File: config.mk
export PLATFORM = sky130hd
export DESIGN_NAME = sc_pointregister
export DESIGN_NICKNAME = d
export VERILOG_FILES = /design/src/rtl/sc_point_pkg.sv /design/src/rtl/sc_levelcounter.sv /design/src/rtl/sc_pointregister.sv
export SDC_FILE = /design/constraint.sdc
export NUM_CORES = 1
export LEC_CHECK = 0
export CORE_ASPECT_RATIO = 1.25
export CORE_MARGIN = 4
export CORE_UTILIZATION = 56
export CTS_CLUSTER_SIZE = 40
export DETAILED_ROUTE_END_ITERATION = 6
export PLACE_DENSITY = 0.89
export SLEW_MARGIN = 20
export SYNTH_ARGS = -nofsm -noshare
export SYNTH_HDL_FRONTEND = slang
export SYNTH_HIERARCHICAL = 1
export SYNTH_SLANG_ARGS = --single-unit
File: constraint.sdc
create_clock -name SC_POINTREGISTER_CLOCK_50 -period 4.55 [get_ports SC_POINTREGISTER_CLOCK_50]
set_clock_uncertainty 0.05 [all_clocks]
set_input_delay 0.6825 -clock SC_POINTREGISTER_CLOCK_50 [delete_from_list [all_inputs] [get_ports SC_POINTREGISTER_CLOCK_50]]
set_output_delay 0.6825 -clock SC_POINTREGISTER_CLOCK_50 [all_outputs]
set_load 0.005 [all_outputs]
File: src/rtl/sc_point_pkg.sv
// Shared encodings and constants for the point register and its helpers.
package sc_point_pkg;

  // Point FSM states: the point is hidden in IDLE, movable in PLAY, and
  // GOAL marks the single cycle spent on the top row before respawning.
  typedef enum logic [1:0] {
    IDLE = 2'd0,
    PLAY = 2'd1,
    GOAL = 2'd2
  } state_t;

  // Column move codes; 00 and 11 both mean hold.
  localparam logic [1:0] SHIFT_LEFT  = 2'b01;
  localparam logic [1:0] SHIFT_RIGHT = 2'b10;

  // Geometry and scoring limits.
  localparam int unsigned ROW_WIDTH   = 3;
  localparam int unsigned LEVEL_WIDTH = 4;
  localparam logic [ROW_WIDTH-1:0]   TOP_ROW   = 3'd7;
  localparam logic [LEVEL_WIDTH-1:0] LEVEL_MAX = 4'd15;

endpackage : sc_point_pkg

File: src/rtl/sc_levelcounter.sv
// Four-bit goal counter that sticks at LEVEL_MAX instead of wrapping.
module sc_levelcounter
  import sc_point_pkg::*;
(
  input  logic                   SC_LEVELCOUNTER_CLOCK_50,
  input  logic                   SC_LEVELCOUNTER_RESET_InHigh,
  input  logic                   SC_LEVELCOUNTER_clear_In,
  input  logic                   SC_LEVELCOUNTER_increment_In,
  output logic [LEVEL_WIDTH-1:0] SC_LEVELCOUNTER_level_Out
);

  logic [LEVEL_WIDTH-1:0] levelReg;

  // Count completed goals; reset and clear both restart at zero.
  // NOTE: state registers use non-blocking assignments so every flop samples
  // the pre-edge values, independent of statement order.
  always_ff @(posedge SC_LEVELCOUNTER_CLOCK_50) begin
    if (SC_LEVELCOUNTER_RESET_InHigh || SC_LEVELCOUNTER_clear_In) begin
      levelReg <= '0;
    end else if (SC_LEVELCOUNTER_increment_In && (levelReg != LEVEL_MAX)) begin
      levelReg <= levelReg + 4'd1;
    end
  end

  assign SC_LEVELCOUNTER_level_Out = levelReg;

endmodule : sc_levelcounter

File: src/rtl/sc_pointregister.sv
// Moving point on a DATAWIDTH_BUS x 8 matrix: one-hot column, 3-bit row,
// goal detection on the top row and a saturating level count.
module sc_pointregister
  import sc_point_pkg::*;
#(
  parameter int unsigned DATAWIDTH_BUS = 8,
  parameter int unsigned START_COLUMN  = 3
) (
  input  logic                     SC_POINTREGISTER_CLOCK_50,
  input  logic                     SC_POINTREGISTER_RESET_InHigh,
  input  logic                     SC_POINTREGISTER_clear_InLow,
  input  logic                     SC_POINTREGISTER_load0_InLow,
  input  logic                     SC_POINTREGISTER_load1_InLow,
  input  logic [1:0]               SC_POINTREGISTER_shiftselection_In,
  output logic [DATAWIDTH_BUS-1:0] SC_POINTREGISTER_data_Out,
  output logic [ROW_WIDTH-1:0]     SC_POINTREGISTER_row_Out,
  output logic                     SC_POINTREGISTER_bottomsidecomparator_OutLow,
  output logic                     SC_POINTREGISTER_goal_Out,
  output logic [LEVEL_WIDTH-1:0]   SC_POINTREGISTER_level_Out
);

  localparam logic [DATAWIDTH_BUS-1:0] SPAWN_DATA =
    DATAWIDTH_BUS'(1) << START_COLUMN;

  state_t                   stateReg, stateNext;
  logic [ROW_WIDTH-1:0]     rowReg, rowNext;
  logic [DATAWIDTH_BUS-1:0] dataReg, dataNext;
  logic                     goalReg, goalNext;
  logic                     levelIncrement;
  logic                     levelClear;

  // Register the point state; reset forces the hidden IDLE point.
  always_ff @(posedge SC_POINTREGISTER_CLOCK_50) begin
    if (SC_POINTREGISTER_RESET_InHigh) begin
      stateReg <= IDLE;
      rowReg   <= '0;
      dataReg  <= '0;
      goalReg  <= 1'b0;
    end else begin
      stateReg <= stateNext;
      rowReg   <= rowNext;
      dataReg  <= dataNext;
      goalReg  <= goalNext;
    end
  end

  // Apply the single highest-priority command: clear > up > down > shift.
  // NOTE: every signal gets a default before the branches so no path leaves
  // one unassigned, which would otherwise infer a latch.
  always_comb begin
    stateNext      = stateReg;
    rowNext        = rowReg;
    dataNext       = dataReg;
    goalNext       = 1'b0;
    levelIncrement = 1'b0;
    levelClear     = 1'b0;
    if (!SC_POINTREGISTER_clear_InLow) begin
      stateNext  = PLAY;
      rowNext    = '0;
      dataNext   = SPAWN_DATA;
      levelClear = 1'b1;
    end else begin
      unique case (stateReg)
        IDLE: begin
          // Hidden point ignores everything but clear.
        end
        PLAY: begin
          if (!SC_POINTREGISTER_load0_InLow) begin
            if (rowReg == TOP_ROW - 3'd1) begin
              stateNext      = GOAL;
              rowNext        = TOP_ROW;
              goalNext       = 1'b1;
              levelIncrement = 1'b1;
            end else begin
              rowNext = rowReg + 3'd1;
            end
          end else if (!SC_POINTREGISTER_load1_InLow) begin
            if (rowReg != '0) rowNext = rowReg - 3'd1;
          end else if (SC_POINTREGISTER_shiftselection_In == SHIFT_LEFT) begin
            if (!dataReg[DATAWIDTH_BUS-1]) dataNext = dataReg << 1;
          end else if (SC_POINTREGISTER_shiftselection_In == SHIFT_RIGHT) begin
            if (!dataReg[0]) dataNext = dataReg >> 1;
          end
        end
        GOAL: begin
          stateNext = PLAY;
          rowNext   = '0;
          dataNext  = SPAWN_DATA;
        end
        default: begin
          stateNext = IDLE;
          rowNext   = '0;
          dataNext  = '0;
        end
      endcase
    end
  end

  sc_levelcounter u_levelcounter (
    .SC_LEVELCOUNTER_CLOCK_50     (SC_POINTREGISTER_CLOCK_50),
    .SC_LEVELCOUNTER_RESET_InHigh (SC_POINTREGISTER_RESET_InHigh),
    .SC_LEVELCOUNTER_clear_In     (levelClear),
    .SC_LEVELCOUNTER_increment_In (levelIncrement),
    .SC_LEVELCOUNTER_level_Out    (SC_POINTREGISTER_level_Out)
  );

  // dataReg is zero whenever the point is hidden, so it drives the output directly.
  assign SC_POINTREGISTER_data_Out                    = dataReg;
  assign SC_POINTREGISTER_row_Out                     = rowReg;
  assign SC_POINTREGISTER_bottomsidecomparator_OutLow = (rowReg != '0);
  assign SC_POINTREGISTER_goal_Out                    = goalReg;

endmodule : sc_pointregister

==> metrics.txt, run 1 <==
number of buffers on the longest clock path=2; Overall Power=326.0 µW; antenna violations before repair=0; RSZ-0062 raised after global routing=false; setup slack after placement=1.838 ns; Max-Cap Viols=0; number of enable-type register cells in the synthesized netlist=0; top achievable clock speed=410.6 MHz; die width=51.12 µm; CTS hold repair buffers=0; total setup violations reported at the end of the flow=0; category of the most critical setup path=in2reg; Wirelength per Cell=14.24 µm; Worst Slack Setup Final=2.115 ns; Clock Root Buffer=sky130_fd_sc_hd__clkbuf_4; count of buffers from port buffering=23; clock latency of the later-clocked register in the worst-skew pair=0.30 ns; total number of vias=1211; post-synth net total=172; global-route wire length before repair=5071 µm; Tmin final=2.435 ns; number of placed I/O pins=24; path type of the worst min-delay path=reg2reg; H-tree lvl count=1; net total in the final layout=194; clock network fraction of design power=31.1%; setup repair bufs after CTS=0; synthesis-to-finish area growth=21.15%; CTS tree=built; ratio of cells with drive above 1 in the final layout=7.514%; netlist area before placement=0.001301 mm²; top fanout value on the critical path=9; area inside the core boundary=0.002211 mm²; Total Wirelength=2904 µm; leakage component of the power=0.0005797 µW; n_diodes=0; arrival time reported for the critical path endpoint=2.60 ns; number of cell rows=19; routability cong.=0.8867; per-cell via count in the routed design=5.936; power share of the combinational group=19.0%; vias in the first global route=1156; Crit. End Element=flip-flop; die area=0.003164 mm²; gate count after technology mapping=152; CTS sink cnt=18; worst-margin pin slew=0.5837 ns; overall track demand over capacity in global routing=21.03%; Placed Cells=200; period utilisation layout=53.52%; final design utilization=71.31%; switching power=90.13 µW; number of buffers added by the clock tree synthesis step=3; summed negative setup slack over all endpoints=0 ns; effective utilization at floorplan=58.86%; Synth Flop Type=sky130_fd_sc_hd__dfxtp_1; Setup crit start kind=input port; final hold viol count=0; worst slew margin relative to its limit=61.09%; run status=finished clean; #FFs+latches synth=18; average footprint of a synthesized cell=8.561 µm²; DRT Pass-1 Iters=4; Resize count post-CTS=0; overall overflow remaining after global route=0; Pint=235.9 µW; clk slew on worst S/H paths=0.11 ns; HPWL after detailed placement=2192 µm; post-route antenna net violation count=0; Seq pwr share=49.9%; share of async-settable or async-resettable flops after synthesis=0%; WP data required=4.71 ns; Die Span Y=61.90 µm; Warnings, synthesis=6; net switching fraction of the power=27.65%; iteration-0 DRC count of the detailed router=54; Max VDD drop=0.1962 mV; number of distinct library cell variants in the gate-level netlist after synthesis=43; pwr/cell area=206.8 mW/mm²; post-synthesis sequential area ratio=27.69%; final cell count without fillers=204; maximum number of pins on one net before global-route repair=16; DRC Markers=0; Slew Limit Fails=0
==> final timing paths <==
path / slack (ns) / depth (start not counted) / start / end
max: 2.11 / 7 / SC_POINTREGISTER_shiftselection_In[0] / SC_POINTREGISTER_data_Out[7]
min: 0.45 / 2 / u_levelcounter/SC_LEVELCOUNTER_level_Out[1] / u_levelcounter/SC_LEVELCOUNTER_level_Out[1]
max reg2reg: 2.52 / 5 / stateReg[1] / SC_POINTREGISTER_data_Out[7]
min reg2reg: 0.45 / 2 / u_levelcounter/SC_LEVELCOUNTER_level_Out[1] / u_levelcounter/SC_LEVELCOUNTER_level_Out[1]
==> layout by cell type, fill, tap and decap left out, types with 2 or more instances in the layout <==
master	n
sky130_fd_sc_hd__clkbuf_4	3
sky130_fd_sc_hd__nor2b_1	3
sky130_fd_sc_hd__ha_1	13
sky130_fd_sc_hd__a31oi_1	3
sky130_fd_sc_hd__clkdlybuf4s50_1	23
sky130_fd_sc_hd__nand2_1	17
sky130_fd_sc_hd__dfxtp_1	18
sky130_fd_sc_hd__nand3_1	2
sky130_fd_sc_hd__nor2_1	6
sky130_fd_sc_hd__inv_1	9
sky130_fd_sc_hd__a21oi_1	11
sky130_fd_sc_hd__nand4_1	6
sky130_fd_sc_hd__nand2b_4	2
sky130_fd_sc_hd__nor3_1	3
sky130_fd_sc_hd__o21ai_0	6
sky130_fd_sc_hd__o21ai_1	7
sky130_fd_sc_hd__nand3b_1	2
sky130_fd_sc_hd__nand2b_1	9
sky130_fd_sc_hd__mux2i_1	5
==> kinds of logic after synthesis <==
logic type | synth area share (%)
mux | 4.712
simple gates | 27.12
buf+inv | 4.903
flops | 27.69
compound gates | 23.08
fa+ha+maj | 12.50
==> metal layers <==
metal / routed length (µm) / up-vias / part of all wire [%] / track usage, %
met5: 0 / - / 0 / 0
met4: 69 / 0 / 2.4 / 10.00
met3: 183 / 10 / 6.3 / 3.341
met2: 1448 / 54 / 50 / 37.75
met1: 1203 / 559 / 41 / 24.60
li1: - / 588 / - / -
==> critical path, cell delays in order <==
cell and delay [ns]:
sky130_fd_sc_hd__clkdlybuf4s50_1 0.50, sky130_fd_sc_hd__inv_1 0.05, sky130_fd_sc_hd__ha_1 0.31, sky130_fd_sc_hd__nand2b_4 0.16, sky130_fd_sc_hd__a221oi_4 0.44, sky130_fd_sc_hd__a31oi_1 0.16, sky130_fd_sc_hd__a311oi_1 0.29
==> synthesized netlist by cell type, drive strengths merged, types with 3 or more instances <==
library cell	n	area share [%]
a31oi	3	1.4
nor2	6	1.7
nand2b	11	6.4
a21oi	11	4.2
o21ai	13	5.0
clkbuf	4	1.2
inv	9	2.6
nand4	6	2.9
ha	13	13
mux2i	5	3.8
nand2	17	4.9
nor3	3	1.2
dfxtp	18	28
nor2b	3	1.4
==> final cells by class <==
| class | instances | area (µm²) |
|---|---|---|
| clock buffer | 4 | 36.28 |
| fill | 183 | 634.4 |
| inverter | 9 | 33.78 |
| multi-input combinational | 119 | 877.1 |
| sequential | 18 | 360.3 |
| tap | 31 | 38.79 |
| timing repair buffer | 23 | 230.2 |
==> power by group through the flow <==
| stage | combinational, µW | sequential, µW | clock (µW) |
|---|---|---|---|
| after global placement | 58.8 | 166 | 0 |
| after detailed placement | 61.5 | 166 | 0 |
| after CTS | 61.8 | 163 | 102 |
| after global routing | 68.4 | 163 | 109 |
| after floorplan | 43.3 | 166 | 0 |
| final | 61.8 | 163 | 102 |
==> registers in the layout (all words and copies together), names as in the netlist <==
name / cells
u_levelcounter/SC_LEVELCOUNTER_level_Out: 4
SC_POINTREGISTER_goal_Out: 1
SC_POINTREGISTER_row_Out: 3
SC_POINTREGISTER_data_Out: 8
stateReg: 2
==> per-stage QoR <==
step	cell area, µm²	hold WS (ns)
global placement	1540	0.4381
CTS	1577	0.4600
floorplan	1301	0.4329
detailed placement	1540	0.4436
finish	1577	0.4539
global route	1577	0.4971
Power figures use the tool's default switching activity.
==> run 2, diff against run 1 <==
--- a/config.mk
+++ b/config.mk
@@ -7,10 +7,10 @@
 export LEC_CHECK = 0
 export CORE_ASPECT_RATIO = 1.25
 export CORE_MARGIN = 4
-export CORE_UTILIZATION = 56
+export CORE_UTILIZATION = 47
 export CTS_CLUSTER_SIZE = 40
 export DETAILED_ROUTE_END_ITERATION = 6
-export PLACE_DENSITY = 0.89
+export PLACE_DENSITY = 0.8
 export SLEW_MARGIN = 20
 export SYNTH_ARGS = -nofsm -noshare
 export SYNTH_HDL_FRONTEND = slang
==> constraint.sdc (replaced) <==
create_clock -name SC_POINTREGISTER_CLOCK_50 -period 2.2 [get_ports SC_POINTREGISTER_CLOCK_50]
set_clock_uncertainty 0.05 [all_clocks]
set_input_delay 0.33 -clock SC_POINTREGISTER_CLOCK_50 [delete_from_list [all_inputs] [get_ports SC_POINTREGISTER_CLOCK_50]]
set_output_delay 0.33 -clock SC_POINTREGISTER_CLOCK_50 [all_outputs]
set_load 0.005 [all_outputs]
==> run 2 against run 1 <==
  * First-iteration DRC count grew 20%
  * Setup slack lost 1.9 ns
  * Worst hold slack gained 0.010 ns
  * Combinational power grew 130%
  * Global-route usage shrank 2.4 points
  * Die area grew 16%
  * Final area grew 4.0%
  * Sequential cell count is the same
  * Critical path type is now reg2out
  * Largest power group unchanged
==> metrics.txt, run 2 (synthesized netlist as in run 1, its figures left out) <==
Crit. End Element=primary output (was flip-flop); clk slew on worst S/H paths=0.10 ns (was 0.11 ns); Multi-input gate area=877.1 µm² (unchanged); net switching fraction of the power=27.41% (was 27.65%); RSZ-0062 raised after global routing=false (unchanged); most frequent standard cell in the layout excluding fill and tap cells=sky130_fd_sc_hd__clkdlybuf4s50_1 (unchanged); switching power=187.5 µW (was 90.13 µW); Slew Limit Fails=0 (unchanged); CTS sink cnt=18 (unchanged); CTS hold repair buffers=0 (unchanged); per-cell via count in the routed design=5.730 (was 5.936); flip-flop count of the largest register, all copies and words added=8 (unchanged); number of buffers added by the clock tree synthesis step=3 (unchanged); Wirelength per Cell=14.53 µm (was 14.24 µm); arrival time reported for the critical path endpoint=1.58 ns (was 2.60 ns); Max-Cap Viols=0 (unchanged); DRC Markers=0 (unchanged); Max VDD drop=0.3279 mV (was 0.1962 mV); Placed Cells=211 (was 200); top fanout value on the critical path=5 (was 9); Pint=496.6 µW (was 235.9 µW); leakage component of the power=0.0006197 µW (was 0.0005797 µW); busiest metal layer after global routing=met2 (unchanged); number of cell rows=21 (was 19); worst-margin pin slew=0.6162 ns (was 0.5837 ns); overall overflow remaining after global route=0 (unchanged); setup repair bufs after CTS=0 (unchanged); top achievable clock speed=510.1 MHz; run status=finished clean (unchanged); power share of the combinational group=20.5% (was 19.0%); count of buffers from port buffering=23 (unchanged); total setup violations reported at the end of the flow=0 (unchanged); effective utilization at floorplan=48.55% (was 58.86%); maximum number of pins on one net before global-route repair=16 (unchanged); DRT Pass-1 Iters=4 (unchanged); global-route wire length before repair=5099 µm (was 5071 µm); H-tree lvl count=1 (unchanged); number of buffers on the longest clock path=2 (unchanged); Seq pwr share=49.2% (was 49.9%); clock latency of the later-clocked register in the worst-skew pair=0.29 ns (was 0.30 ns); Die Span Y=66.83 µm (was 61.90 µm); final cell count without fillers=215 (was 204); register area=360.3 µm² (unchanged); met1 layer usage reported by global route=23.84% (was 24.60%); area inside the core boundary=0.002680 mm² (was 0.002211 mm²); Tmin final=1.960 ns; iteration-0 DRC count of the detailed router=65 (was 54); period utilisation layout=89.11%; Setup crit start kind=flip-flop (was input port); vias in the first global route=1153 (was 1156); most frequent cells in the layout=sky130_fd_sc_hd__clkdlybuf4s50_1, sky130_fd_sc_hd__dfxtp_1, sky130_fd_sc_hd__nand2_1, sky130_fd_sc_hd__ha_1, sky130_fd_sc_hd__a21oi_1 (unchanged); net total in the final layout=202 (was 194); Resize count post-CTS=0 (unchanged); ratio of cells with drive above 1 in the final layout=11.60% (was 7.514%); FILL cells=256 (was 183); number of placed I/O pins=24 (unchanged); post-route cell area=0.001640 mm² (was 0.001577 mm²); n_diodes=0 (unchanged); Clock Root Buffer=sky130_fd_sc_hd__clkbuf_4 (unchanged); Placed Instance Area=0.001604 mm² (was 0.001540 mm²); HPWL after detailed placement=2407 µm (was 2192 µm); clock network fraction of design power=30.3% (was 31.1%); die width=55.06 µm (was 51.12 µm); routability cong.=0.8030 (was 0.8867); die area=0.003680 mm² (was 0.003164 mm²); hold-critical path depth=2 (unchanged); worst slew margin relative to its limit=58.92% (was 61.09%); antenna violations before repair=0 (unchanged); CTS tree=built (unchanged); category of the most critical setup path=reg2out (was in2reg); met3 usage=2.237% (was 3.341%); overall track demand over capacity in global routing=18.60% (was 21.03%); met2 demand-to-capacity share in global routing=30.62% (was 37.75%); total number of vias=1232 (was 1211); Total Wirelength=3123 µm (was 2904 µm); pwr/cell area=417.0 mW/mm² (was 206.8 mW/mm²); logic depth of the worst register-to-register path=6 (was 5); final design utilization=61.20% (was 71.31%); post-route antenna net violation count=0 (unchanged); path type of the worst min-delay path=reg2reg (unchanged); final hold viol count=0 (unchanged); WP data required=1.82 ns (was 4.71 ns); synthesis-to-finish area growth=26.06% (was 21.15%); summed negative setup slack over all endpoints=0 ns (unchanged)
-- run 2: cell count changes in the layout (fill, tap and decap cells not counted) --
cell                    before  now
sky130_fd_sc_hd__buf_4       0    8
-- run 2: final timing paths --
check,from,end,slack [ns]
worst max-delay path,SC_POINTREGISTER_row_Out[0],SC_POINTREGISTER_bottomsidecomparator_OutLow,0.24
worst min-delay path,u_levelcounter/SC_LEVELCOUNTER_level_Out[1],u_levelcounter/SC_LEVELCOUNTER_level_Out[1],0.46
worst max register to register,stateReg[1],SC_POINTREGISTER_data_Out[6],0.32
worst min register to register,u_levelcounter/SC_LEVELCOUNTER_level_Out[1],u_levelcounter/SC_LEVELCOUNTER_level_Out[1],0.46
-- run 2: stage by stage --
| stage | worst slack (ns) | total power, µW | hold slack (ns) |
|---|---|---|---|
| 2_1_floorplan | 0.4712 | 432.2 | 0.3491 |
| 6_report | 0.2395 | 684.0 | 0.4641 |
| 5_1_grt | 0.1409 | 711.7 | 0.5100 |
| 3_3_place_gp | 0.1203 | 477.0 | 0.4434 |
| 4_1_cts | 0.2242 | 688.4 | 0.4656 |
| 3_5_place_dp | 0.04614 | 483.8 | 0.4497 |
-- run 2: layout make-up --
class                      count  share of cell area (%)
multi-input combinational    119                   53.47
tap                           34                   2.593
timing repair buffer          31                   17.70
inverter                       9                   2.060
clock buffer                   4                   2.212
sequential                    18                   21.97
-- run 2: per-layer routing --
layer,share of wire [%],up-vias
li1,-,603
met4,1.6,0
met3,5.9,8
met2,49,54
met5,0,-
met1,43,567
-- run 2: worst max-delay path, stage by stage (launching register included) --
cell	delay, ns
sky130_fd_sc_hd__dfxtp_1	0.41
sky130_fd_sc_hd__inv_1	0.10
sky130_fd_sc_hd__ha_1	0.22
sky130_fd_sc_hd__nand2b_1	0.07
sky130_fd_sc_hd__clkdlybuf4s50_1	0.49
-- run 2: power groups by stage --
stage	sequential [µW]	combinational, µW	clock, µW
CTS	337	140	211
detailed placement	344	140	0
finish	337	140	207
global route	338	155	220
global placement	344	133	0
floorplan	343	89.5	0
==> run 3, diff against run 2 <==
--- a/config.mk
+++ b/config.mk
@@ -8,7 +8,6 @@
 export CORE_ASPECT_RATIO = 1.25
 export CORE_MARGIN = 4
 export CORE_UTILIZATION = 47
-export CTS_CLUSTER_SIZE = 40
 export DETAILED_ROUTE_END_ITERATION = 6
 export PLACE_DENSITY = 0.8
 export SLEW_MARGIN = 20
==> results of run 3 <==
No change in the layout: final DEF, timing and power equal those of run 2.
